==> src/rtl/keypad_pkg.sv <==
// keypad_pkg: shared constants and helpers for the keypad input conditioner.
// Contents:
//   KEY_NONE            - active-low "no key" pattern
//   IDLE..STUCK         - debounce FSM state encodings
//   one_zero(v)         - true when exactly one bit of v is low
//   zero_idx(v)         - index of the lowest low bit of v, 4'hF when none
package keypad_pkg;

    localparam logic [11:0] KEY_NONE = 12'hFFF;

    localparam logic [2:0] IDLE  = 3'd0;
    localparam logic [2:0] ARM   = 3'd1;
    localparam logic [2:0] HELD  = 3'd2;
    localparam logic [2:0] REL   = 3'd3;
    localparam logic [2:0] STUCK = 3'd4;

    function automatic logic one_zero(input logic [11:0] v);
        int n;
        n = 0;
        for (int i = 0; i < 12; i++)
            if (!v[i]) n++;
        return n == 1;
    endfunction

    function automatic logic [3:0] zero_idx(input logic [11:0] v);
        logic [3:0] r;
        r = 4'hF;
        for (int i = 11; i >= 0; i--)
            if (!v[i]) r = 4'(i);
        return r;
    endfunction

endpackage

==> src/rtl/keypad_sync.sv <==
// keypad_sync: two-flop synchroniser for the 12 asynchronous active-low key lines.
// Ports:
//   clk      - system clock
//   n_reset  - synchronous active-low reset, both stages go to all ones (no key)
//   d        - raw asynchronous key lines
//   q        - synchronised key lines
module keypad_sync
    import keypad_pkg::*;
(
    input  logic        clk,
    input  logic        n_reset,
    input  logic [11:0] d,
    output logic [11:0] q
);

    logic [11:0] s1;

    always_ff @(posedge clk) begin
        if (!n_reset) begin
            s1 <= KEY_NONE;
            q  <= KEY_NONE;
        end else begin
            s1 <= d;
            q  <= s1;
        end
    end

endmodule

==> src/rtl/keypad_debounce.sv <==
// keypad_debounce: synchronise, single-key filter and debounce a 12-key active-low keypad.
// Ports:
//   clk         - system clock
//   n_reset     - synchronous active-low reset
//   raw_keys    - asynchronous keypad lines, active-low, bit i = key i
//   user_press  - debounced active-low key vector (12'hFFF = no key), registered
//   key_strobe  - one-cycle pulse in the first cycle a new key appears on user_press
//   key_idx     - index of the low bit of user_press, 4'hF when no key
//   stuck       - held-key timeout flag, registered
// Optional feature: define KEYPAD_STUCK_DET_EN to enable held-key timeout
// detection (STUCK state); otherwise stuck is tied low and HELD never times out.
module keypad_debounce
    import keypad_pkg::*;
#(
    parameter int DB_CYC    = 500000,
    parameter int CNT_W     = 20,
    parameter int STUCK_CYC = 250000000,
    parameter int STK_W     = 28
) (
    input  logic        clk,
    input  logic        n_reset,
    input  logic [11:0] raw_keys,
    output logic [11:0] user_press,
    output logic        key_strobe,
    output logic [3:0]  key_idx,
    output logic        stuck
);

    if (DB_CYC < 1 || CNT_W < 1 || STK_W < 1 ||
        longint'(DB_CYC) >= (longint'(1) << CNT_W) ||
        longint'(STUCK_CYC) >= (longint'(1) << STK_W)) begin : g_param_check
        $error("keypad_debounce: counter widths too small for DB_CYC/STUCK_CYC");
    end

    localparam logic [CNT_W-1:0] CNT_END = CNT_W'(DB_CYC - 1);

    logic [11:0]      s2;
    logic [11:0]      norm;
    logic [11:0]      cand;
    logic [2:0]       state;
    logic [CNT_W-1:0] cnt;

    keypad_sync u_sync (
        .clk     (clk),
        .n_reset (n_reset),
        .d       (raw_keys),
        .q       (s2)
    );

    // Anything other than a single pressed key is treated as "no key",
    // so ghosting/multi-key patterns behave like a release.
    assign norm = one_zero(s2) ? s2 : KEY_NONE;

`ifdef KEYPAD_STUCK_DET_EN
    localparam logic [STK_W-1:0] STK_END = STK_W'(STUCK_CYC - 1);

    logic [STK_W-1:0] stk_cnt;

    always_ff @(posedge clk) begin
        if (!n_reset) begin
            state      <= IDLE;
            cand       <= KEY_NONE;
            cnt        <= '0;
            stk_cnt    <= '0;
            user_press <= KEY_NONE;
            key_idx    <= 4'hF;
            key_strobe <= 1'b0;
            stuck      <= 1'b0;
        end else begin
            key_strobe <= 1'b0;
            stk_cnt    <= '0;
            case (state)
                IDLE: begin
                    user_press <= KEY_NONE;
                    key_idx    <= 4'hF;
                    if (norm != KEY_NONE) begin
                        cand  <= norm;
                        cnt   <= '0;
                        state <= ARM;
                    end
                end
                ARM: begin
                    if (norm == KEY_NONE) begin
                        state <= IDLE;
                    end else if (norm != cand) begin
                        cand <= norm;
                        cnt  <= '0;
                    end else if (cnt == CNT_END) begin
                        state      <= HELD;
                        user_press <= cand;
                        key_idx    <= zero_idx(cand);
                        key_strobe <= 1'b1;
                        cnt        <= '0;
                    end else begin
                        cnt <= cnt + 1'b1;
                    end
                end
                HELD: begin
                    cnt <= '0;
                    if (norm != cand) begin
                        state <= REL;
                    end else if (stk_cnt == STK_END) begin
                        state      <= STUCK;
                        user_press <= KEY_NONE;
                        key_idx    <= 4'hF;
                        stuck      <= 1'b1;
                    end else begin
                        stk_cnt <= stk_cnt + 1'b1;
                    end
                end
                REL: begin
                    if (norm == cand) begin
                        state <= HELD;
                    end else if (cnt == CNT_END) begin
                        state      <= IDLE;
                        user_press <= KEY_NONE;
                        key_idx    <= 4'hF;
                        cnt        <= '0;
                    end else begin
                        cnt <= cnt + 1'b1;
                    end
                end
                STUCK: begin
                    // cand tracks the live key while held; the first release
                    // edge clears it, then DB_CYC quiet cycles are counted,
                    // giving the same release latency as REL.
                    if (norm != KEY_NONE) begin
                        cand <= norm;
                        cnt  <= '0;
                    end else if (cand != KEY_NONE) begin
                        cand <= KEY_NONE;
                        cnt  <= '0;
                    end else if (cnt == CNT_END) begin
                        state <= IDLE;
                        stuck <= 1'b0;
                        cnt   <= '0;
                    end else begin
                        cnt <= cnt + 1'b1;
                    end
                end
                default: begin
                    state      <= IDLE;
                    cand       <= KEY_NONE;
                    cnt        <= '0;
                    user_press <= KEY_NONE;
                    key_idx    <= 4'hF;
                    stuck      <= 1'b0;
                end
            endcase
        end
    end
`else
    assign stuck = 1'b0;

    always_ff @(posedge clk) begin
        if (!n_reset) begin
            state      <= IDLE;
            cand       <= KEY_NONE;
            cnt        <= '0;
            user_press <= KEY_NONE;
            key_idx    <= 4'hF;
            key_strobe <= 1'b0;
        end else begin
            key_strobe <= 1'b0;
            case (state)
                IDLE: begin
                    user_press <= KEY_NONE;
                    key_idx    <= 4'hF;
                    if (norm != KEY_NONE) begin
                        cand  <= norm;
                        cnt   <= '0;
                        state <= ARM;
                    end
                end
                ARM: begin
                    if (norm == KEY_NONE) begin
                        state <= IDLE;
                    end else if (norm != cand) begin
                        cand <= norm;
                        cnt  <= '0;
                    end else if (cnt == CNT_END) begin
                        state      <= HELD;
                        user_press <= cand;
                        key_idx    <= zero_idx(cand);
                        key_strobe <= 1'b1;
                        cnt        <= '0;
                    end else begin
                        cnt <= cnt + 1'b1;
                    end
                end
                HELD: begin
                    cnt <= '0;
                    if (norm != cand) state <= REL;
                end
                REL: begin
                    if (norm == cand) begin
                        state <= HELD;
                    end else if (cnt == CNT_END) begin
                        state      <= IDLE;
                        user_press <= KEY_NONE;
                        key_idx    <= 4'hF;
                        cnt        <= '0;
                    end else begin
                        cnt <= cnt + 1'b1;
                    end
                end
                default: begin
                    state      <= IDLE;
                    cand       <= KEY_NONE;
                    cnt        <= '0;
                    user_press <= KEY_NONE;
                    key_idx    <= 4'hF;
                end
            endcase
        end
    end
`endif

endmodule

==> config.mk <==
export PLATFORM = sky130hd
export DESIGN_NAME = keypad_debounce
export DESIGN_NICKNAME = d
export VERILOG_FILES = /design/src/rtl/keypad_pkg.sv /design/src/rtl/keypad_sync.sv /design/src/rtl/keypad_debounce.sv
export SDC_FILE = /design/constraint.sdc
export NUM_CORES = 1
export LEC_CHECK = 0
export ABC_AREA = 1
export CAP_MARGIN = 20
export CORE_MARGIN = 2
export CORE_UTILIZATION = 54
export CTS_BUF_LIST = sky130_fd_sc_hd__clkbuf_16
export CTS_CLUSTER_DIAMETER = 100
export CTS_CLUSTER_SIZE = 40
export DETAILED_ROUTE_END_ITERATION = 7
export PLACE_DENSITY = 0.77
export REMOVE_ABC_BUFFERS = 1
export SLEW_MARGIN = 15
export SYNTH_ARGS = -nofsm -noshare
export SYNTH_HDL_FRONTEND = slang
export SYNTH_HIERARCHICAL = 1
export SYNTH_SLANG_ARGS = --single-unit
==> constraint.sdc <==
create_clock -name clk -period 7 [get_ports clk]
set_input_delay 1.4 -clock clk [delete_from_list [all_inputs] [get_ports clk]]
set_output_delay 1.4 -clock clk [all_outputs]
set_load 0.005 [all_outputs]
After elaboration in Yosys (flattened, before gate mapping)
Cells that the tools add are included.
{"block": "totals", "register_bits": 76, "latch_bits": 0, "mem_bits_rw": 0, "rom_bits": 0, "inputBits": 14, "out_inout_bits": 18, "elab_cells": 107, "n_memories": 0}
{"block": "classes", "add_sub_neg": 12, "n_mul": 0, "n_div": 0, "n_lt_le_gt_ge": 0, "n_eq_ne": 20, "n_shift": 0, "n_mux": 56, "n_bitwise": 4, "n_reduce_logical": 7}
{"operator": "adder 32 x 2 -> 32 bit, second input constant", "count": 11}
{"operator": "2-to-1 mux 32 bit", "count": 11}
{"operator": "2-to-1 mux 12 bit", "count": 9}
{"operator": "2-to-1 mux 20 bit", "count": 5}
{"operator": "one-hot mux 12 bit (3 select lines)", "count": 2}
{"operator": "2-to-1 mux 4 bit", "count": 16}
{"operator": "one-hot mux 20 bit (3 select lines)", "count": 1}
{"operator": "== test 32 x 2 -> 1 bit, second input constant", "count": 1}
{"operator": "2-to-1 mux 3 bit", "count": 8}
{"operator": "adder 20 x 1 -> 20 bit, second input constant", "count": 1}
{"operator": "== test 20 x 19 -> 1 bit, second input constant", "count": 1}
{"operator": "inequality test 2 bit, second input constant", "count": 8}
{"operator": "== test 12 bit", "count": 1}
{"operator": "== test 12 bit, second input constant", "count": 1}
{"operator": "inequality test 12 bit", "count": 1}
{"operator": "inequality test 12 bit, second input constant", "count": 1}
{"operator": "one-hot mux 3 bit (4 select lines)", "count": 1}
{"operator": "one-hot mux 4 bit (3 select lines)", "count": 1}
{"operator": "inequality test 3 bit, second input constant", "count": 3}
{"operator": "== test 3 x 2 -> 1 bit, second input constant", "count": 2}
{"operator": "AND reduction 6 bit", "count": 1}
{"operator": "AND reduction 5 bit", "count": 1}
{"operator": "inverter 1 bit", "count": 4}
{"operator": "AND reduction 4 bit", "count": 1}
{"operator": "other kinds (6)", "count": 7}

Logic depth before layout (Yosys ltp)
Gate-level depths: netlist of the first run.
{"block": "depth", "depth_word": 29, "ltp_mapped": 55, "mapped_depth_nobuf": 54}

By module
The synthesis of the first run kept the hierarchy.
{"mod": "keypad_debounce", "instances": 1, "cells_per_inst": 750, "area_each_um2": 4267.8, "seq_area_each_um2": 1021.0}
{"mod": "keypad_sync", "instances": 1, "cells_per_inst": 74, "area_each_um2": 683.2, "seq_area_each_um2": 480.5}

Worst setup path after synthesis of the first run
OpenSTA, ideal clock, no wires.
{"block": "synth_path", "kind": "flip-flop to flip-flop", "startpoint": "reg u_sync.q[0]", "endpoint": "reg key_idx[1]", "setup_ns": 0.130, "arrival_time_ns": 6.748, "t_required_ns": 6.870, "setup_slack_ns": 0.122, "stages_incl_launch_ff": 52, "n_path_buf": 2, "synth_period_minus_slack_ns": 6.878, "cell_sequence": "dfxtp_1 inv_1 ha_1 inv_1 nand2_2 nand2_1 ha_1 nand2_1 nand2_1 ha_1 or2_2 nand2_1 inv_1 ha_1 nand2_1 nand2_1 ha_1 nand2_1 [... 16 more ...] o21ai_1 nand2_1 nor2_1 nand2_1 nor2_4 buf_6 nand2_1 nand2_1 nand2_1 nor2_1 nand2_1 nor2_1 nand2_1 nand2_1 nand2_2 clkbuf_2 o21ai_0 nand3_1"}
{"block": "synth_between", "elab_chain_cells": 28, "word_cells_on_any_way": 32, "classes_between": "add/sub: 11; eq/ne: 7; mux: 13; reduce/logical: 1"}
{"item": "from (decl)", "line": "keypad_sync.sv:13", "source": "output logic [11:0] q"}
{"item": "from (signal assigned)", "line": "keypad_sync.sv:21", "source": "q <= KEY_NONE;"}
{"item": "from (signal assigned)", "line": "keypad_sync.sv:24", "source": "q <= s1;"}
{"item": "2-to-1 mux 1 bit", "line": "keypad_pkg.sv:21", "source": "if (!v[i]) n++;"}
{"item": "adder 32 x 2 -> 32 bit", "line": "keypad_pkg.sv:21"}
{"item": "2-to-1 mux 32 bit", "line": "keypad_pkg.sv:21"}
{"item": "adder 32 x 2 -> 32 bit", "line": "keypad_pkg.sv:21"}
{"item": "2-to-1 mux 32 bit", "line": "keypad_pkg.sv:21"}
{"item": "adder 32 x 2 -> 32 bit", "line": "keypad_pkg.sv:21"}
{"item": "2-to-1 mux 32 bit", "line": "keypad_pkg.sv:21"}
{"item": "adder 32 x 2 -> 32 bit", "line": "keypad_pkg.sv:21"}
{"item": "[... 12 more ...]"}
{"item": "2-to-1 mux 32 bit", "line": "keypad_pkg.sv:21"}
{"item": "adder 32 x 2 -> 32 bit", "line": "keypad_pkg.sv:21"}
{"item": "2-to-1 mux 32 bit", "line": "keypad_pkg.sv:21"}
{"item": "== test 32 x 2 -> 1 bit", "line": "keypad_pkg.sv:22", "source": "return n == 1;"}
{"item": "2-to-1 mux 12 bit *", "line": "keypad_debounce.sv:52", "source": "assign norm = one_zero(s2) ? s2 : KEY_NONE;"}
{"item": "== test 12 bit (tied with other cells)", "line": "keypad_debounce.sv:196", "source": "if (norm == cand) begin"}
{"item": "inequality test 2 bit (no source line)"}
{"item": "AND reduction 6 bit (no source line) *"}
{"item": "to (signal assigned)", "line": "keypad_debounce.sv:184", "source": "key_idx <= zero_idx(cand);"}
{"item": "to (decl)", "line": "keypad_debounce.sv:25", "source": "output logic [3:0] key_idx,"}
Every way passes the cells marked *; elsewhere a longest branch is shown, timed or not.
A chain may end at the register's enable or synchronous reset.

Worst setup path after layout of the first run
{"block": "layout_path", "startpoint": "reg u_sync.q[0]", "endpoint": "reg cnt[8]"}
{"block": "layout_between", "elab_chain_cells": 29, "word_cells_on_any_way": 36, "classes_between": "add/sub: 11; eq/ne: 8; mux: 16; reduce/logical: 1"}
{"item": "2-to-1 mux 1 bit", "line": "keypad_pkg.sv:21"}
{"item": "adder 32 x 2 -> 32 bit", "line": "keypad_pkg.sv:21"}
{"item": "2-to-1 mux 32 bit", "line": "keypad_pkg.sv:21"}
{"item": "adder 32 x 2 -> 32 bit", "line": "keypad_pkg.sv:21"}
{"item": "2-to-1 mux 32 bit", "line": "keypad_pkg.sv:21"}
{"item": "adder 32 x 2 -> 32 bit", "line": "keypad_pkg.sv:21"}
{"item": "2-to-1 mux 32 bit", "line": "keypad_pkg.sv:21"}
{"item": "adder 32 x 2 -> 32 bit", "line": "keypad_pkg.sv:21"}
{"item": "[... 13 more ...]"}
{"item": "adder 32 x 2 -> 32 bit", "line": "keypad_pkg.sv:21"}
{"item": "2-to-1 mux 32 bit", "line": "keypad_pkg.sv:21"}
{"item": "== test 32 x 2 -> 1 bit", "line": "keypad_pkg.sv:22"}
{"item": "2-to-1 mux 12 bit *", "line": "keypad_debounce.sv:52"}
{"item": "inequality test 12 bit", "line": "keypad_debounce.sv:178", "source": "end else if (norm != cand) begin"}
{"item": "2-to-1 mux 20 bit", "line": "keypad_debounce.sv:178"}
{"item": "2-to-1 mux 20 bit", "line": "keypad_debounce.sv:176", "source": "if (norm == KEY_NONE) begin"}
{"item": "one-hot mux 20 bit (3 select lines)", "line": "keypad_debounce.sv:165", "source": "case (state)"}
{"item": "to (signal assigned)", "line": "keypad_debounce.sv:188", "source": "cnt <= cnt + 1'b1;"}
{"item": "to (signal assigned)", "line": "keypad_debounce.sv:204", "source": "cnt <= cnt + 1'b1;"}
{"item": "to (decl)", "line": "keypad_debounce.sv:41", "source": "logic [CNT_W-1:0] cnt;"}
Every way passes the cells marked *; elsewhere a longest branch is shown, timed or not. The select of a mux whose other input is x is not followed.

==> metrics list, run 1 <==
- On the worst path, the slowest cell contributes a delay of around 340 ps.
- Effective utilization at floorplan: 0.562
- Of the synthesized area, sequential elements account for 0.303.
- Together, buffers and inverters on the worst path number 7.
- Average instance area after synthesis: ~6 um^2
- Peak supply drop: 0.000286 V
- Vias: slightly below 6k
- Top-Level Pins: 32
- In the final routed layout, each cell accounts on average for ~15 um.
- Clk sink count: between 70 and 80
- Top cells by count, synth: sky130_fd_sc_hd__nand2_1 (244), sky130_fd_sc_hd__inv_1 (119), sky130_fd_sc_hd__nand3_1 (109)
* XOR/XNOR Fraction of Synth Area: 0.0142
* F_max: about 140 MHz
- Dividing total power by cell area gives a power density of around 380 nW/um^2.
- Final cycle utilization of the critical path: 1.00
* Adder and majority cell fraction of the synthesized area: 0.0303
- At the worst endpoint, the arrival time is around 7200 ps.
- Post-Route WL: ~15000 um
* Warning count from the yosys run: 6
- Counting flops with an async set or reset pin after synthesis yields a share of 0.
- After routing, the total negative slack on setup checks comes to -2.32 ps.
- For the worst-skew pair, the clock arrives at the later sink with an insertion delay of between 300 and 400 ps.
- The longest clock path from root to sink contains 2 buffers.
* Most used cell along the critical path: sky130_fd_sc_hd__nand2_4
- The synthesized design contains 75 register bits.
- Routability cong.: 0.946
- The clock tree synthesis step divided the H-tree into 3 levels.
- 0 antenna diodes ended up in the layout.
- Slowest cell on the critical path: sky130_fd_sc_hd__dfxtp_2
- Worst setup path category: reg2reg
- Worst clock skew: between 9 and 10 ps
- Router iterations before antenna repair: 5
* Number of pins exceeding their max-slew limit in the final report: 0
- Core region area: slightly below 9000 um^2
- Fraction of final layout cells sized beyond drive strength 1: 0.270
- Final critical-path required period: about 7000 ps
- Final design utilization: 0.786
* Synth area leader: sky130_fd_sc_hd__dfxtp_1
- Synth area leaders: sky130_fd_sc_hd__dfxtp_1 (30%), sky130_fd_sc_hd__nand2_1 (18%), sky130_fd_sc_hd__nand3_1 (11%)
- Library cell with the highest instance count after synthesis: sky130_fd_sc_hd__nand2_1
- Clock-pin slew reported for the worst setup and hold paths after clock tree synthesis: about 60 ps
* Largest net degree at the start of global routing: between 70 and 80
- The number of antenna violations at the first check in global routing was 0.
* Tightest Hold Check Type: reg2reg
- The checks that failed: setup timing.
- The die covers around 10000 um^2.
- Setup repair after global routing could not meet its margin everywhere.
- Number of buffers added on ports: 30
* Result of the run: finished, violations left
* Kind of cell adding the most delay to the critical path: simple AND/OR/NAND/NOR gates
- After the last flow step, the layout net total stands at approximately 940.
- Data on the critical path is required at its endpoint by around 7200 ps.
- Endpoints failing setup: 1
* Synth Area in Compound Gates: 0.0917
- Across every metal layer, demand over resource in global routing totals 0.278.
- Root Buffer: sky130_fd_sc_hd__clkbuf_16
* Routed vias/inst: about 5.7
* Die span in y: around 100 um
- From synthesis to final layout, the design area changed by 39.8%.
- Vias in the first global route: just over 5k
- Placed wire-length estimate after detailed placement: 8600 um
* Summed instance area of the synthesized netlist: slightly below 5000 um^2
- STA classifies the critical path startpoint as a flop.
- Number of standard cells in the final layout excluding fillers: between 1k and 1.5k
* Maximum fanout along the worst path: 14
* Chip width: 99.8 um
- After the first detailed-routing iteration, the DRC count stood at ~540.
- At the pin with the least slew margin, the transition time is slightly above 800 ps.
* Top-area cell type share of the netlist area: 0.303
- Dominant combinational cell family by area after synthesis: simple AND/OR/NAND/NOR gates
- STA classifies the critical path endpoint as a flop.
- Row generation in the floorplan step produced 34 rows.
* Number of distinct library cells after synthesis: 36
- Counting flops with a built-in enable in the synthesized netlist gives 0.
- After detailed routing, the number of remaining DRC violations is 0.
- Max-cap violations in this run came to 0.
- Of the total synthesized cell area, the portion taken by AND, OR, NAND and NOR gates is 0.435.
- Synthesis produced approximately 800 cells.
- The first global-routing pass estimated 22800 um of wire.
- Including well taps, the total number of placed cells is 982.
* Relative slew margins: 0.452
- After synthesis, the share of cell area in mux cells is 0.
* Remaining Overflow, GRT: 0
- Total leakage power: roughly 3.5 nW
- Count of endpoints failing hold in the final timing report: 0
- Timing analysis after detailed placement gives a worst setup slack of -349 ps.
* Final critical-path setup slack: -2.32 ps
- TritonCTS built the clock tree.
* Antenna viol nets, final: 0
- Counting the fill cells in the layout gives a little under 600.
- TritonCTS created 9 clock buffers.
* Primary FF master, synth: sky130_fd_sc_hd__dfxtp_1
==> flip-flops by register name, summed over array words and instances, names as in the netlist <==
name        count
cand           12
key_idx         4
key_strobe      1
user_press     12
u_sync/s1      12
u_sync/q       12
state           2
cnt            20
==> final timing paths <==
check / startpoint / to / slack, ps / cells past startpoint
worst max-delay path: u_sync/q[0] / cnt[8] / -2 / 51
worst min register to register: u_sync/s1[11] / u_sync/q[11] / 400 / 2
worst min-delay path: u_sync/s1[11] / u_sync/q[11] / 400 / 2
worst max register to register: u_sync/q[0] / cnt[8] / -2 / 51
==> where the power goes <==
group | internal, W | leakage, nW | switching, W
logic | 0.000668 | 2.78 | 0.000817
clock network | 0.000271 | 0.137 | 0.000179
registers | 0.000544 | 0.619 | 0.000136
==> placed cells by master, fill, tap and decap left out, drive strengths merged, types with 2 or more instances in the layout <==
| cell | Yosys | final |
|---|---|---|
| clkbuf | 9 | 11 |
| o41ai | 3 | 3 |
| o21ai | 51 | 51 |
| nand3 | 115 | 115 |
| dfxtp | 75 | 75 |
| nor4 | 5 | 5 |
| ha | 12 | 12 |
| xor2 | 7 | 7 |
| and3 | 2 | 2 |
| clkdlybuf4s50 | 0 | 29 |
| nand4 | 13 | 13 |
| buf | 15 | 76 |
| or2 | 6 | 6 |
| nor2 | 89 | 89 |
| inv | 124 | 124 |
| nor3 | 8 | 8 |
| o22ai | 2 | 2 |
| clkinv | 0 | 3 |
| nand3b | 2 | 2 |
| a21oi | 26 | 26 |
| nand2 | 253 | 253 |
==> tightest hold or removal path: cells and delay by family, from the launching register on <==
kind                   cells  cell delay (ps)
buffers and inverters      1               30
flip-flops                 1              300
AND/OR/NAND/NOR            1               40
==> logic make-up after synthesis <==
| group | Yosys count |
|---|---|
| flip-flops | 75 |
| other | 1 |
| AO/OA/AOI/OAI | 86 |
| adder cells (fa/ha/maj) | 12 |
| buffers and inverters | 148 |
| AND/OR/NAND/NOR | 494 |
| XOR/XNOR | 8 |
==> per-stage QoR <==
| stage | instance area, um^2 | hold WS, ps | total power (W) |
|---|---|---|---|
| 3_5_place_dp | 5620 | 386 | 0.00166 |
| 6_report | 6920 | 401 | 0.00261 |
| 2_1_floorplan | 4800 | 380 | 0.00128 |
| 5_1_grt | 6920 | 412 | 0.00279 |
| 3_3_place_gp | 5620 | 383 | 0.00163 |
| 4_1_cts | 6340 | 400 | 0.00231 |
==> layer usage <==
layer / GRT usage / vias up / wire, um / part of all wire
met5: 0 / - / 0 / 0
met4: 0.104 / 0 / 554 / 0.036
met3: 0.0471 / 63 / 1030 / 0.067
met2: 0.480 / 292 / 7640 / 0.50
met1: 0.348 / 2649 / 6060 / 0.40
li1: - / 2810 / - / -
==> area by class of cell <==
class,instances,area [um^2],share of cell area
inverter,124,473,0.0683
clock inverter,5,56.3,0.00814
timing repair buffer,107,1050,0.152
tap,108,135,0.0195
clock buffer,9,225,0.0325
multi-input combinational,601,3470,0.502
sequential,75,1500,0.217
==> timing repair <==
item / CTS / global route
pin swaps: 30 / 88
endpoints found under the setup margin: 51 / 51
cloned: 5 / 2
setup buffers: 20 / 11
hold buffers: 0 / 0
gates resized for setup: 68 / 143
No activity file was read; power rests on OpenSTA's default activity.
==> run 2: changes to the inputs <==
- CORE_ASPECT_RATIO: not set -> 1.25
- CTS_CLUSTER_DIAMETER: 100 -> 80
==> run 2 against run 1 <==
Effect of this change:
- the run ends with DRC, setup timing left
- core utilization rose by 6.7 points
- clock skew rose by 13 ps
- register-to-register slack got worse by 360 ps
==> metrics list, run 2 (synthesis gave the netlist of run 1 again) <==
* Largest net degree at the start of global routing: 76 (unchanged)
* Effective utilization at floorplan: 0.548 (-0.0138)
- The final-stage net count came to 1014 (+7.4%).
- The tree is rooted in a sky130_fd_sc_hd__clkbuf_16.
- More flip-flops sit in one register than any other, and that register is cnt.
- Worst Tran Pin Value: 883 ps (+61.4 ps)
- Setup TNS after final layout: -11580 ps (-11580 ps)
- The max-capacitance violation count came to 0 (unchanged).
* Chip width: 89.6 um (-10%)
- Number of fill cells in the layout: 466 (-22%)
* Routability cong.: 0.907 (-4.1%)
- The leakage component of the power was 3.90 nW (+10%).
* Peak supply drop: 0.000354 V (+24%)
- Result of the run: finished, violations left
- The top achievable clock speed came to 136 MHz (-4.9%).
- The power per cell area came to 380 nW/um^2 (+0.63%).
- Final critical-path setup slack: -361 ps (-359 ps)
* CP Data Required Time: 7280 ps (+60 ps)
* Delay of the slowest cell on the worst path: 350 ps (about the same)
- The number of global-route vias before repair came to 6096 (+20%).
- The area of the core came to 9030 um^2 (+2.5%).
- Critical path startpoint category: flop
* Maximum buffer depth of the clock tree: 2 (unchanged)
- The remaining antenna violation count after routing was 0 (unchanged).
- The number of buffers created by CTS is 9 (unchanged).
- Routed signal wires occupy layers up through met4.
* Number of buffers added on ports: 30 (unchanged)
- The full die area is 9960 um^2 (about the same).
- The die outline height was 111 um (+11%).
* Drc violations: 92 (+92)
- The number of iterations in the first detailed-routing pass came to 8 (+3).
* Number of pins exceeding their max-slew limit in the final report: 0 (unchanged)
- Remaining Overflow, GRT: 0 (unchanged)
- The first-pass GRT wire length was 27600 um (+21%).
- The total via count in the routed design is 6946 (+19%).
- The checks that failed: DRC, setup timing.
* Post-Route WL: 22200 um (+46%)
- Most used cell along the critical path: sky130_fd_sc_hd__nand2_4
- Relative to the synthesized area, the layout overhead comes to 55.4%.
* Number of flip-flops in the largest register: 20 (unchanged)
- The met2 layer wire length in the routed design was 10200 um (+34%).
- Kind of end point of the critical path: flop
* Commonest cells after routing, fill and taps aside: sky130_fd_sc_hd__nand2_1 (179), sky130_fd_sc_hd__buf_4 (116), sky130_fd_sc_hd__inv_1 (111), sky130_fd_sc_hd__nand3_1 (94), sky130_fd_sc_hd__nor2_1 (76)
* TritonCTS clock tree: built
- Clock-pin slew reported for the worst setup and hold paths after clock tree synthesis: 60 ps (about the same)
* Worst setup path category: reg2reg
* Endpoints failing setup: 51 (+50)
* Routed vias/inst: 6.24 (+10%)
* Antenna diodes: 0 (unchanged)
- The total number of clock tree sinks was 75 (unchanged).
* Clock insertion delay at the later pin of the skew report: 370 ps (+30 ps)
* Arrival time of the worst setup path: 7640 ps (+420 ps)
- Maximum fanout along the worst path: 7 (-7)
- Setup repair after global routing could not meet its margin everywhere.
- Antenna violations before repair: 0 (unchanged)
- Total routed wire length on the met1 layer: 7250 um (+20%)
- The minimum setup slack after placement was -477 ps (-128 ps).
- Relative slew margins: 0.406 (-0.0464)
- Level count of the clock H-tree: 3 (unchanged)
- The final worst clock skew was 22.0 ps (+12.7 ps).
- The sum of internal, switching and leakage power came to 0.00293 W (+12%).
- The final cycle utilization of the critical path is 1.05 (+0.0513).
- Tightest Hold Check Type: reg2reg
- Placed wire-length estimate after detailed placement: 8900 um (+3.5%)
- Final critical-path required period: 7360 ps (+359 ps)
* Std cell rows: 39 (+15%)
- Count of endpoints failing hold in the final timing report: 0 (unchanged)
- The ratio of cells with drive above 1 in the final layout is 0.343 (+0.0727).
- Iter 0 DRT Violations: 1139 (+110%)
* Routed length per placed instance: 20.0 um (+34%)
- The top-level port count is 32 (unchanged).
* Hold buffer count at CTS: 0 (unchanged)
- Overall track demand over capacity in global routing: 0.347 (+0.0691)
- Detail Route met3 WL: 2400 um (+130%)
* Slowest cell on the critical path: sky130_fd_sc_hd__dfxtp_2
* Most common cell after layout, fill and taps aside: sky130_fd_sc_hd__nand2_1
[run 2: cell count changes in the layout (fill, tap and decap cells not counted), moves of 4 or more]
cell | previous run | this run
sky130_fd_sc_hd__nand2_2 | 37 | 49
sky130_fd_sc_hd__nand2_1 | 195 | 179
sky130_fd_sc_hd__buf_4 | 55 | 116
sky130_fd_sc_hd__nand2_4 | 20 | 24
sky130_fd_sc_hd__nand3_2 | 10 | 17
sky130_fd_sc_hd__nand3_1 | 100 | 94
sky130_fd_sc_hd__nor2_4 | 7 | 3
[run 2: metrics by stage]
| step | std cells | hold WS, ps | utilization | cell area, um^2 |
|---|---|---|---|---|
| 2_1_floorplan | 800 | 380 | - | 4800 |
| 3_3_place_gp | 997 | 382 | 0.625 | 5640 |
| 3_5_place_dp | 998 | 387 | 0.626 | 5650 |
| 4_1_cts | 1097 | 399 | 0.774 | 6990 |
| 5_1_grt | 1114 | 426 | 0.852 | 7690 |
| 6_report | 1114 | 401 | 0.852 | 7690 |
[run 2: worst paths after layout]
check / startpoint / to / slack [ps] / depth (start not counted)
setup / recovery: u_sync/q[0] / state[1] / -360 / 53
hold / removal: u_sync/s1[3] / u_sync/q[3] / 400 / 2
setup reg to reg: u_sync/q[0] / state[1] / -360 / 53
hold reg to reg: u_sync/s1[3] / u_sync/q[3] / 400 / 2
[run 2: metal layers]
| layer | up-vias | GRT usage |
|---|---|---|
| li1 | 2966 | - |
| met4 | 0 | 0.203 |
| met2 | 630 | 0.596 |
| met1 | 3092 | 0.371 |
| met3 | 258 | 0.0856 |
| met5 | - | 0 |
[run 2: critical path, delay by kind of cell, from the launching register on]
| family | cells | cell delay (ps) |
|---|---|---|
| buffers and inverters | 8 | 840 |
| and+or+nand+nor | 32 | 3290 |
| adders and majority gates | 10 | 2430 |
| DFF | 1 | 350 |
| AOI/OAI and AO/OA | 3 | 340 |
[run 2: area by class of cell]
| type | count | area (um^2) | area share |
|---|---|---|---|
| multi-input combinational | 603 | 3610 | 0.470 |
| clock inverter | 5 | 80.1 | 0.0104 |
| sequential | 75 | 1500 | 0.195 |
| inverter | 124 | 479 | 0.0623 |
| clock buffer | 9 | 225 | 0.0293 |
| tap | 123 | 154 | 0.0200 |
| timing repair buffer | 175 | 1640 | 0.213 |
[run 2: report_power, final]
part / internal, W / switching, W
registers: 0.000544 / 0.000151
clock network: 0.000308 / 0.000202
logic: 0.000741 / 0.000980
total: 0.00159 / 0.00133
[run 2: timing repair]
item | in CTS | in global routing
pin swaps | 50 | 80
cloned | 8 | 3
resized for setup | 112 | 141
buffers inserted | 80 | 20
setup endpoints to repair | 51 | 51
